File: config.mk
export PLATFORM = sky130hd
export DESIGN_NAME = video_timing_detector
export DESIGN_NICKNAME = d
export VERILOG_FILES = /design/src/rtl/vga_timing_pkg.sv /design/src/rtl/sync_edge_detect.sv /design/src/rtl/video_timing_detector.sv
export SDC_FILE = /design/constraint.sdc
export NUM_CORES = 1
export LEC_CHECK = 0
export ABC_AREA = 1
export BUFFER_PORTS_ARGS = -buffer_cell sky130_fd_sc_hd__buf_2
export CAP_MARGIN = 20
export CORE_AREA = 2 2 117 119
export DETAILED_ROUTE_END_ITERATION = 10
export DIE_AREA = 0 0 119 121
export PLACE_DENSITY = 0.66
export REMOVE_ABC_BUFFERS = 1
export SLEW_MARGIN = 10
export SYNTH_ARGS = -nofsm -noshare
export SYNTH_HDL_FRONTEND = slang
export SYNTH_HIERARCHICAL = 1
export SYNTH_SLANG_ARGS = --single-unit
File: constraint.sdc
create_clock -name clk_i -period 3.52 [get_ports clk_i]
set_clock_uncertainty 0.05 [all_clocks]
set_input_delay 0.528 -clock clk_i [delete_from_list [all_inputs] [get_ports clk_i]]
set_output_delay 0.528 -clock clk_i [all_outputs]
set_load 0.005 [all_outputs]
File: src/rtl/vga_timing_pkg.sv
// Shared video timing definitions: detector FSM states, default counter width and
// the panel timing constants used by both the timing generator and the detector.
package vga_timing_pkg;

  localparam int VTD_CW_DEFAULT = 12;

  localparam int VACTIVE = 272;
  localparam int VFRONT  = 4;
  localparam int VSYNC   = 10;
  localparam int VBACK   = 2;
  localparam int VTOTAL  = 288;

  typedef enum logic [1:0] {
    SEARCH = 2'd0,
    CHECK  = 2'd1,
    LOCKED = 2'd2
  } vtd_state_e;

endpackage

File: src/rtl/sync_edge_detect.sv
// Registers one timing input, normalises it to active-high and flags the
// inactive-to-active transition between consecutive registered samples.
module sync_edge_detect #(
  parameter bit ACT = 1'b1
) (
  input  logic clk_i,
  input  logic rst_i,
  input  logic sig_i,
  output logic level_o,
  output logic edge_o
);

  logic r_level;
  logic r_prev;

  // NOTE: sequential state uses non-blocking assignments so every register
  // samples the pre-edge value of the others, independent of statement order.
  always_ff @(posedge clk_i) begin
    if (rst_i) begin
      r_level <= 1'b0;
      r_prev  <= 1'b0;
    end else begin
      r_level <= (sig_i == ACT);
      r_prev  <= r_level;
    end
  end

  assign level_o = r_level;
  assign edge_o  = r_level & ~r_prev;

endmodule

File: src/rtl/video_timing_detector.sv
// Recovers pixel/line position, line and frame totals and a lock flag from hsync/vsync.
// Define VTD_DE_EN to add de_i, hactive_o/vactive_o and include them in the lock match.
module video_timing_detector
  import vga_timing_pkg::*;
#(
  parameter int CW          = VTD_CW_DEFAULT,
  parameter bit HSYNC_ACT   = 1'b0,
  parameter bit VSYNC_ACT   = 1'b0,
  parameter int LOCK_FRAMES = 2,
  parameter int MISS_FRAMES = 2
) (
  input  logic          clk_i,
  input  logic          rst_i,
  input  logic          hsync_i,
  input  logic          vsync_i,
`ifdef VTD_DE_EN
  input  logic          de_i,
  output logic [CW-1:0] hactive_o,
  output logic [CW-1:0] vactive_o,
`endif
  output logic [CW-1:0] x_o,
  output logic [CW-1:0] y_o,
  output logic          frame_o,
  output logic [CW-1:0] htotal_o,
  output logic [CW-1:0] vtotal_o,
  output logic          locked_o
);

  localparam logic [CW-1:0] MAX    = '1;
  localparam logic [3:0]    LOCK_N = 4'(LOCK_FRAMES);
  localparam logic [3:0]    MISS_N = 4'(MISS_FRAMES);

  function automatic logic [CW-1:0] sat_inc(input logic [CW-1:0] v);
    return (v == MAX) ? v : v + 1'b1;
  endfunction

  logic w_hs_level, w_hs_edge, w_vs_level, w_vs_edge;

  sync_edge_detect #(.ACT(HSYNC_ACT)) u_hs (
    .clk_i(clk_i), .rst_i(rst_i), .sig_i(hsync_i), .level_o(w_hs_level), .edge_o(w_hs_edge)
  );
  sync_edge_detect #(.ACT(VSYNC_ACT)) u_vs (
    .clk_i(clk_i), .rst_i(rst_i), .sig_i(vsync_i), .level_o(w_vs_level), .edge_o(w_vs_edge)
  );

  logic [CW-1:0] r_px, r_ln, r_htot_line, r_htot, r_vtot, r_x, r_y;
  logic          r_vs_d, r_frame;
  logic [CW-1:0] w_htot_new, w_ln_h;
  logic          w_px_sat, w_ln_sat;

  // hsync is applied before vsync, so a coincident edge closes the line first.
  assign w_htot_new = w_hs_edge ? sat_inc(r_px) : r_htot_line;
  assign w_ln_h     = w_hs_edge ? sat_inc(r_ln) : r_ln;
  assign w_px_sat   = (r_px == MAX);
  assign w_ln_sat   = (r_ln == MAX);

  always_ff @(posedge clk_i) begin
    if (rst_i) begin
      r_px        <= '0;
      r_ln        <= '0;
      r_htot_line <= '0;
      r_htot      <= '0;
      r_vtot      <= '0;
      r_x         <= '0;
      r_y         <= '0;
      r_vs_d      <= 1'b0;
      r_frame     <= 1'b0;
    end else begin
      r_px <= w_hs_edge ? '0 : sat_inc(r_px);
      r_ln <= w_vs_edge ? '0 : w_ln_h;
      if (w_hs_edge) r_htot_line <= w_htot_new;
      if (w_vs_edge) begin
        r_htot <= w_htot_new;
        r_vtot <= w_ln_h;
      end
      r_vs_d  <= w_vs_edge;
      r_frame <= r_vs_d;
      r_x     <= r_px;
      r_y     <= r_ln;
    end
  end

`ifdef VTD_DE_EN
  logic          w_de_level, w_de_edge, w_line_de;
  logic [CW-1:0] r_hcnt, r_hact_line, r_vcnt, r_hact, r_vact;
  logic [CW-1:0] w_hact_new, w_vact_new;

  sync_edge_detect #(.ACT(1'b1)) u_de (
    .clk_i(clk_i), .rst_i(rst_i), .sig_i(de_i), .level_o(w_de_level), .edge_o(w_de_edge)
  );

  // hactive reports the last line that carried DE, so blanking lines do not zero it.
  assign w_line_de  = (r_hcnt != '0);
  assign w_hact_new = (w_hs_edge && w_line_de) ? r_hcnt : r_hact_line;
  assign w_vact_new = (w_hs_edge && w_line_de) ? sat_inc(r_vcnt) : r_vcnt;

  always_ff @(posedge clk_i) begin
    if (rst_i) begin
      r_hcnt      <= '0;
      r_hact_line <= '0;
      r_vcnt      <= '0;
      r_hact      <= '0;
      r_vact      <= '0;
    end else begin
      if (w_hs_edge) begin
        r_hcnt <= {{(CW-1){1'b0}}, w_de_level};
        if (w_line_de) r_hact_line <= r_hcnt;
      end else if (w_de_level) begin
        r_hcnt <= sat_inc(r_hcnt);
      end
      r_vcnt <= w_vs_edge ? '0 : w_vact_new;
      if (w_vs_edge) begin
        r_hact <= w_hact_new;
        r_vact <= w_vact_new;
      end
    end
  end

  assign hactive_o = r_hact;
  assign vactive_o = r_vact;

  logic w_unused;
  assign w_unused = ^{w_hs_level, w_vs_level, w_de_edge};
`else
  logic w_unused;
  assign w_unused = ^{w_hs_level, w_vs_level};
`endif

  vtd_state_e    r_state, w_state_nxt;
  logic [CW-1:0] r_ref_h, r_ref_v, w_ref_h_nxt, w_ref_v_nxt;
  logic [3:0]    r_match, r_miss, w_match_nxt, w_miss_nxt;
  logic          w_same;

`ifdef VTD_DE_EN
  logic [CW-1:0] r_ref_ha, r_ref_va, w_ref_ha_nxt, w_ref_va_nxt;
  assign w_same = (w_htot_new == r_ref_h) && (w_ln_h == r_ref_v) &&
                  (w_hact_new == r_ref_ha) && (w_vact_new == r_ref_va);
`else
  assign w_same = (w_htot_new == r_ref_h) && (w_ln_h == r_ref_v);
`endif

  // NOTE: every always_comb output gets a default first, so no path can infer a latch.
  always_comb begin
    w_state_nxt = r_state;
    w_ref_h_nxt = r_ref_h;
    w_ref_v_nxt = r_ref_v;
    w_match_nxt = r_match;
    w_miss_nxt  = r_miss;
`ifdef VTD_DE_EN
    w_ref_ha_nxt = r_ref_ha;
    w_ref_va_nxt = r_ref_va;
`endif
    if (w_px_sat || w_ln_sat) begin
      w_state_nxt = SEARCH;
      w_match_nxt = '0;
      w_miss_nxt  = '0;
    end else if (w_vs_edge) begin
      unique case (r_state)
        SEARCH: begin
          w_ref_h_nxt = w_htot_new;
          w_ref_v_nxt = w_ln_h;
`ifdef VTD_DE_EN
          w_ref_ha_nxt = w_hact_new;
          w_ref_va_nxt = w_vact_new;
`endif
          w_match_nxt = '0;
          w_miss_nxt  = '0;
          w_state_nxt = CHECK;
        end
        CHECK: begin
          if (w_same) begin
            w_match_nxt = r_match + 4'd1;
            if (r_match + 4'd1 == LOCK_N) begin
              w_state_nxt = LOCKED;
              w_miss_nxt  = '0;
            end
          end else begin
            w_match_nxt = '0;
            w_ref_h_nxt = w_htot_new;
            w_ref_v_nxt = w_ln_h;
`ifdef VTD_DE_EN
            w_ref_ha_nxt = w_hact_new;
            w_ref_va_nxt = w_vact_new;
`endif
          end
        end
        LOCKED: begin
          if (w_same) begin
            w_miss_nxt = '0;
          end else if (r_miss + 4'd1 == MISS_N) begin
            w_miss_nxt  = '0;
            w_match_nxt = '0;
            w_state_nxt = SEARCH;
          end else begin
            w_miss_nxt = r_miss + 4'd1;
          end
        end
        default: w_state_nxt = SEARCH;
      endcase
    end
  end

  always_ff @(posedge clk_i) begin
    if (rst_i) begin
      r_state <= SEARCH;
      r_ref_h <= '0;
      r_ref_v <= '0;
      r_match <= '0;
      r_miss  <= '0;
`ifdef VTD_DE_EN
      r_ref_ha <= '0;
      r_ref_va <= '0;
`endif
    end else begin
      r_state <= w_state_nxt;
      r_ref_h <= w_ref_h_nxt;
      r_ref_v <= w_ref_v_nxt;
      r_match <= w_match_nxt;
      r_miss  <= w_miss_nxt;
`ifdef VTD_DE_EN
      r_ref_ha <= w_ref_ha_nxt;
      r_ref_va <= w_ref_va_nxt;
`endif
    end
  end

  assign x_o      = r_x;
  assign y_o      = r_y;
  assign frame_o  = r_frame;
  assign htotal_o = r_htot;
  assign vtotal_o = r_vtot;
  assign locked_o = (r_state == LOCKED);

endmodule
==> impl_metrics.csv <==
group,metric,value,unit
outcome,status,"finished clean",
layout,finish.instance_area,0.00682,mm2
clock_network,cts_root_buffer,"clkbuf_16",
detailed_routing,antenna_left,0,
global_route,grt_max_degree,41,
placement,gp_congestion,0.840,
power,intPower,0.00283,W
power,leakage,3.10,nW
clock_network,hold_buffers,0,
clock_network,cts_resized,0,
power,pwr-share-comb,8.7,%
die,rows,42,
timing,maxSlewHeadroom,46.7,%
detailed_routing,wl_per_cell,12.5,um
timing,hold_viol,0,
timing,slew_viol_final,0,
detailed_routing,drt_wl_total,13.4,mm
detailed_routing,drt_iter0_markers,327,
layout,fin_cells,1075,
timing,fmax,336,MHz
synth,synth.avg_cell_area,6.88,um2
global_route,grt_usage,19.7,%
placement,placed_cells,1044,
die,boundaryPins,54,
global_route,gr-total-overflow,0,
synth,synth_edf_count,0,
critical_path,reg2reg_depth,18,
clock_network,clk_pin_slew,50,ps
run,drv_cap,0,
clock_network,clock_path_buffers,2,
die,die_h,121,um
synth,netlist_area,0.00577,mm2
synth,synth.distinct_cells,29,
power,netSwitchingFraction,23.0,%
die,die-area,0.0144,mm2
timing,fin_crit,2970,ps
detailed_routing,remaining_drc_errors,0,
power,seqPwrFrac,40.7,%
timing,worst_pin_slew,799,ps
synth,ys_async_sr_fraction,0,%
detailed_routing,vias,5281,
detailed_routing,dr.pass1.iters,5,
placement,place_area,0.00619,mm2
critical_path,r2r-end,"r_ref_h[11]$_SDFFE_PP0P_",
die,start_util,44.1,%
min_path,worstHoldPathCells,2,
clock_network,cts_tree,"built",
clock_network,htreeDepth,4,
clock_network,cts_buffers,17,
power,p_clk_share,50.6,%
synth,yosysWarnings,6,
power,irDropWorstVdd,0.322,mV
critical_path,worst_setup_path_end_kind,"flip-flop",
min_path,hp-class,"input pin to flip-flop",
critical_path,worstPathArrival,3280,ps
layout,drive_above_1_share,15.4,%
clock_network,clock_sinks,124,
placement,dp_hpwl,9.20,mm
layout,fill_cells,1277,
synth,syn_inst,838,
timing,rsz0062_at_grt,"false",
global_route,grt_pass1_vias,4660,
critical_path,path_max_fanout,40,
critical_path,r2r-start,"r_ln[0]$_SDFF_PP0_",
global_route,grt_pass1_wl,22.5,mm
layout,antenna_cells,0,
layout,layout-area-overhead-vs-synth,18.2,%
clock_network,post-cts-setup-buffers,0,
critical_path,worst-r2r-setup-slack,550,ps
power,total_power,0.00367,W
layout,nets,897,
global_route,antenna_found_initial,0,
placement,numPortBuffers,53,
synth,ys_ff_latch,124,
power,powerDensity,538,mW/mm2
min_path,hold_start,"vsync_i",
timing,finalSetupViolCount,0,
critical_path,path_class,"flip-flop to flip-flop",
clock_network,clk_latency,420,ps
timing,period_share,84.5,%
power,switchingPower,0.000842,W
synth,synthFlopType,"dfxtp_1",
critical_path,worstSetupStartpointType,"flip-flop",
synth,yosysSeqAreaShare,43.0,%
critical_path,worstPathRequired,3830,ps
die,core_area,0.0131,mm2
detailed_routing,vias_per_cell,4.91,
min_path,min_to,"u_vs/level_o$_SDFF_PP0_",
die,dieWidth,119,um
kinds of logic (layout without fill, tap and decap cells):
group / count (synthesis) / count (layout) / share of synthesized area (%)
AOI/OAI and AO/OA: 67 / 67 / 5.81
xor gates and xnor gates: 6 / 6 / 0.911
adders and majority gates: 6 / 6 / 1.30
buffers and inverters: 117 / 178 / 8.26
DFF: 124 / 124 / 43.0
and+or+nand+nor: 518 / 518 / 40.7
cell type report:
| cell class | instances | area [um2] | share of cell area (%) |
|---|---|---|---|
| sequential | 124 | 2480 | 36.4 |
| inverter | 84 | 315 | 4.62 |
| timing repair buffer | 63 | 353 | 5.18 |
| multi-input combinational | 597 | 2820 | 41.3 |
| clock inverter | 6 | 133 | 1.95 |
| tap | 176 | 220 | 3.23 |
| clock buffer | 25 | 495 | 7.27 |
worst max-delay path by stage:
stage                     cells after the start                from                       end
after CTS                                    17  r_ln[0]$_SDFF_PP0_   r_ref_v[6]$_SDFFE_PP0P_
after global routing                         18  r_ln[0]$_SDFF_PP0_   r_ref_h[4]$_SDFFE_PP0P_
after detailed placement                     17  r_ln[0]$_SDFF_PP0_   r_ref_v[6]$_SDFFE_PP0P_
after floorplan                               9  r_ln[0]$_SDFF_PP0_   r_ref_h[0]$_SDFFE_PP0P_
after global placement                       17  r_ln[0]$_SDFF_PP0_  r_ref_v[11]$_SDFFE_PP0P_
final                                        18  r_ln[0]$_SDFF_PP0_  r_ref_h[11]$_SDFFE_PP0P_
cell usage in the layout, fill, tap and decap left out, types with 2 or more instances in the layout:
cell | netlist | final
a21oi_1 | 37 | 37
buf_2 | 9 | 53
buf_4 | 1 | 9
bufinv_16 | 0 | 4
clkbuf_1 | 19 | 4
clkbuf_16 | 0 | 17
clkbuf_8 | 0 | 4
dfxtp_1 | 124 | 124
ha_1 | 6 | 6
inv_1 | 80 | 80
inv_2 | 3 | 3
nand2_1 | 203 | 203
nand2_2 | 7 | 7
nand3_1 | 109 | 109
nand3_2 | 12 | 12
nand3b_1 | 6 | 6
nand4_1 | 17 | 17
nor2_1 | 135 | 134
nor2_2 | 7 | 8
nor2_4 | 5 | 5
nor3_1 | 3 | 3
o21ai_0 | 28 | 28
o21ai_1 | 2 | 2
or2_2 | 11 | 11
xnor2_1 | 2 | 2
xor2_1 | 4 | 4
sequential cells by signal (all words and copies together), names as in the netlist, 2 cells and up:
name and count:
vtotal_o 12, r_px 12, r_ref_h 12, r_miss 4
y_o 12, htotal_o 12, r_state 2, x_o 12
r_htot_line 12, r_match 4, r_ln 12, r_ref_v 12
synthesized netlist by cell type (all sizes together) (11+ instances only):
| cell | count | area (um2) |
|---|---|---|
| dfxtp | 124 | 2480 |
| or2 | 11 | 68.8 |
| nand3 | 121 | 666 |
| nor2 | 147 | 607 |
| inv | 83 | 312 |
| nand4 | 18 | 128 |
| clkbuf | 19 | 71.3 |
| a21oi | 37 | 185 |
| nand2 | 210 | 806 |
| buf | 14 | 90.1 |
| o21ai | 30 | 150 |
stage by stage:
stage | worst slack (ps) | utilization, % | hold WS (ps) | setup TNS [ps]
after global routing | 167 | 52.1 | 205 | 0
after global placement | 640 | 47.3 | 345 | 0
after floorplan | -1310 | - | 338 | -32880
after CTS | 565 | 52.1 | 198 | 0
final | 546 | 52.1 | 216 | 0
after detailed placement | 587 | 47.3 | 344 | 0
worst max-delay path, cell delays in order, from the launching register on:
cell and delay [ps]:
dfxtp_1 400, ha_1 280, nand2_1 70, nor2_1 120, nand3_2 260, nand2_2 190
nand2_1 100, nand2_1 140, nand2_1 60, nand2_1 50, nand2_1 60, nor2_1 80
nand2_1 60, nor2_2 220, nand4_4 240, buf_12 250, nand3_1 100, nand2_1 70
nor2_1 80
per-layer routing:
metal  vias to the layer above  share of wire (%)  routed length [um]  track usage, %
li1                       2773                  -                   -               -
met1                      2391                 50                6640            26.0
met2                       101                 45                6040            31.4
met3                        16                3.9                 517            4.37
met4                         0                1.5                 203            7.59
met5                         -                  0                   0               0
power groups by stage:
stage          combinational, W  sequential, W  clock [W]
2_1_floorplan          0.000234        0.00152          0
3_3_place_gp           0.000315        0.00152          0
3_5_place_dp           0.000319        0.00152          0
4_1_cts                0.000322        0.00149    0.00188
5_1_grt                0.000367        0.00150    0.00195
6_report               0.000320        0.00149    0.00185
(Power assumes the default switching activity.)
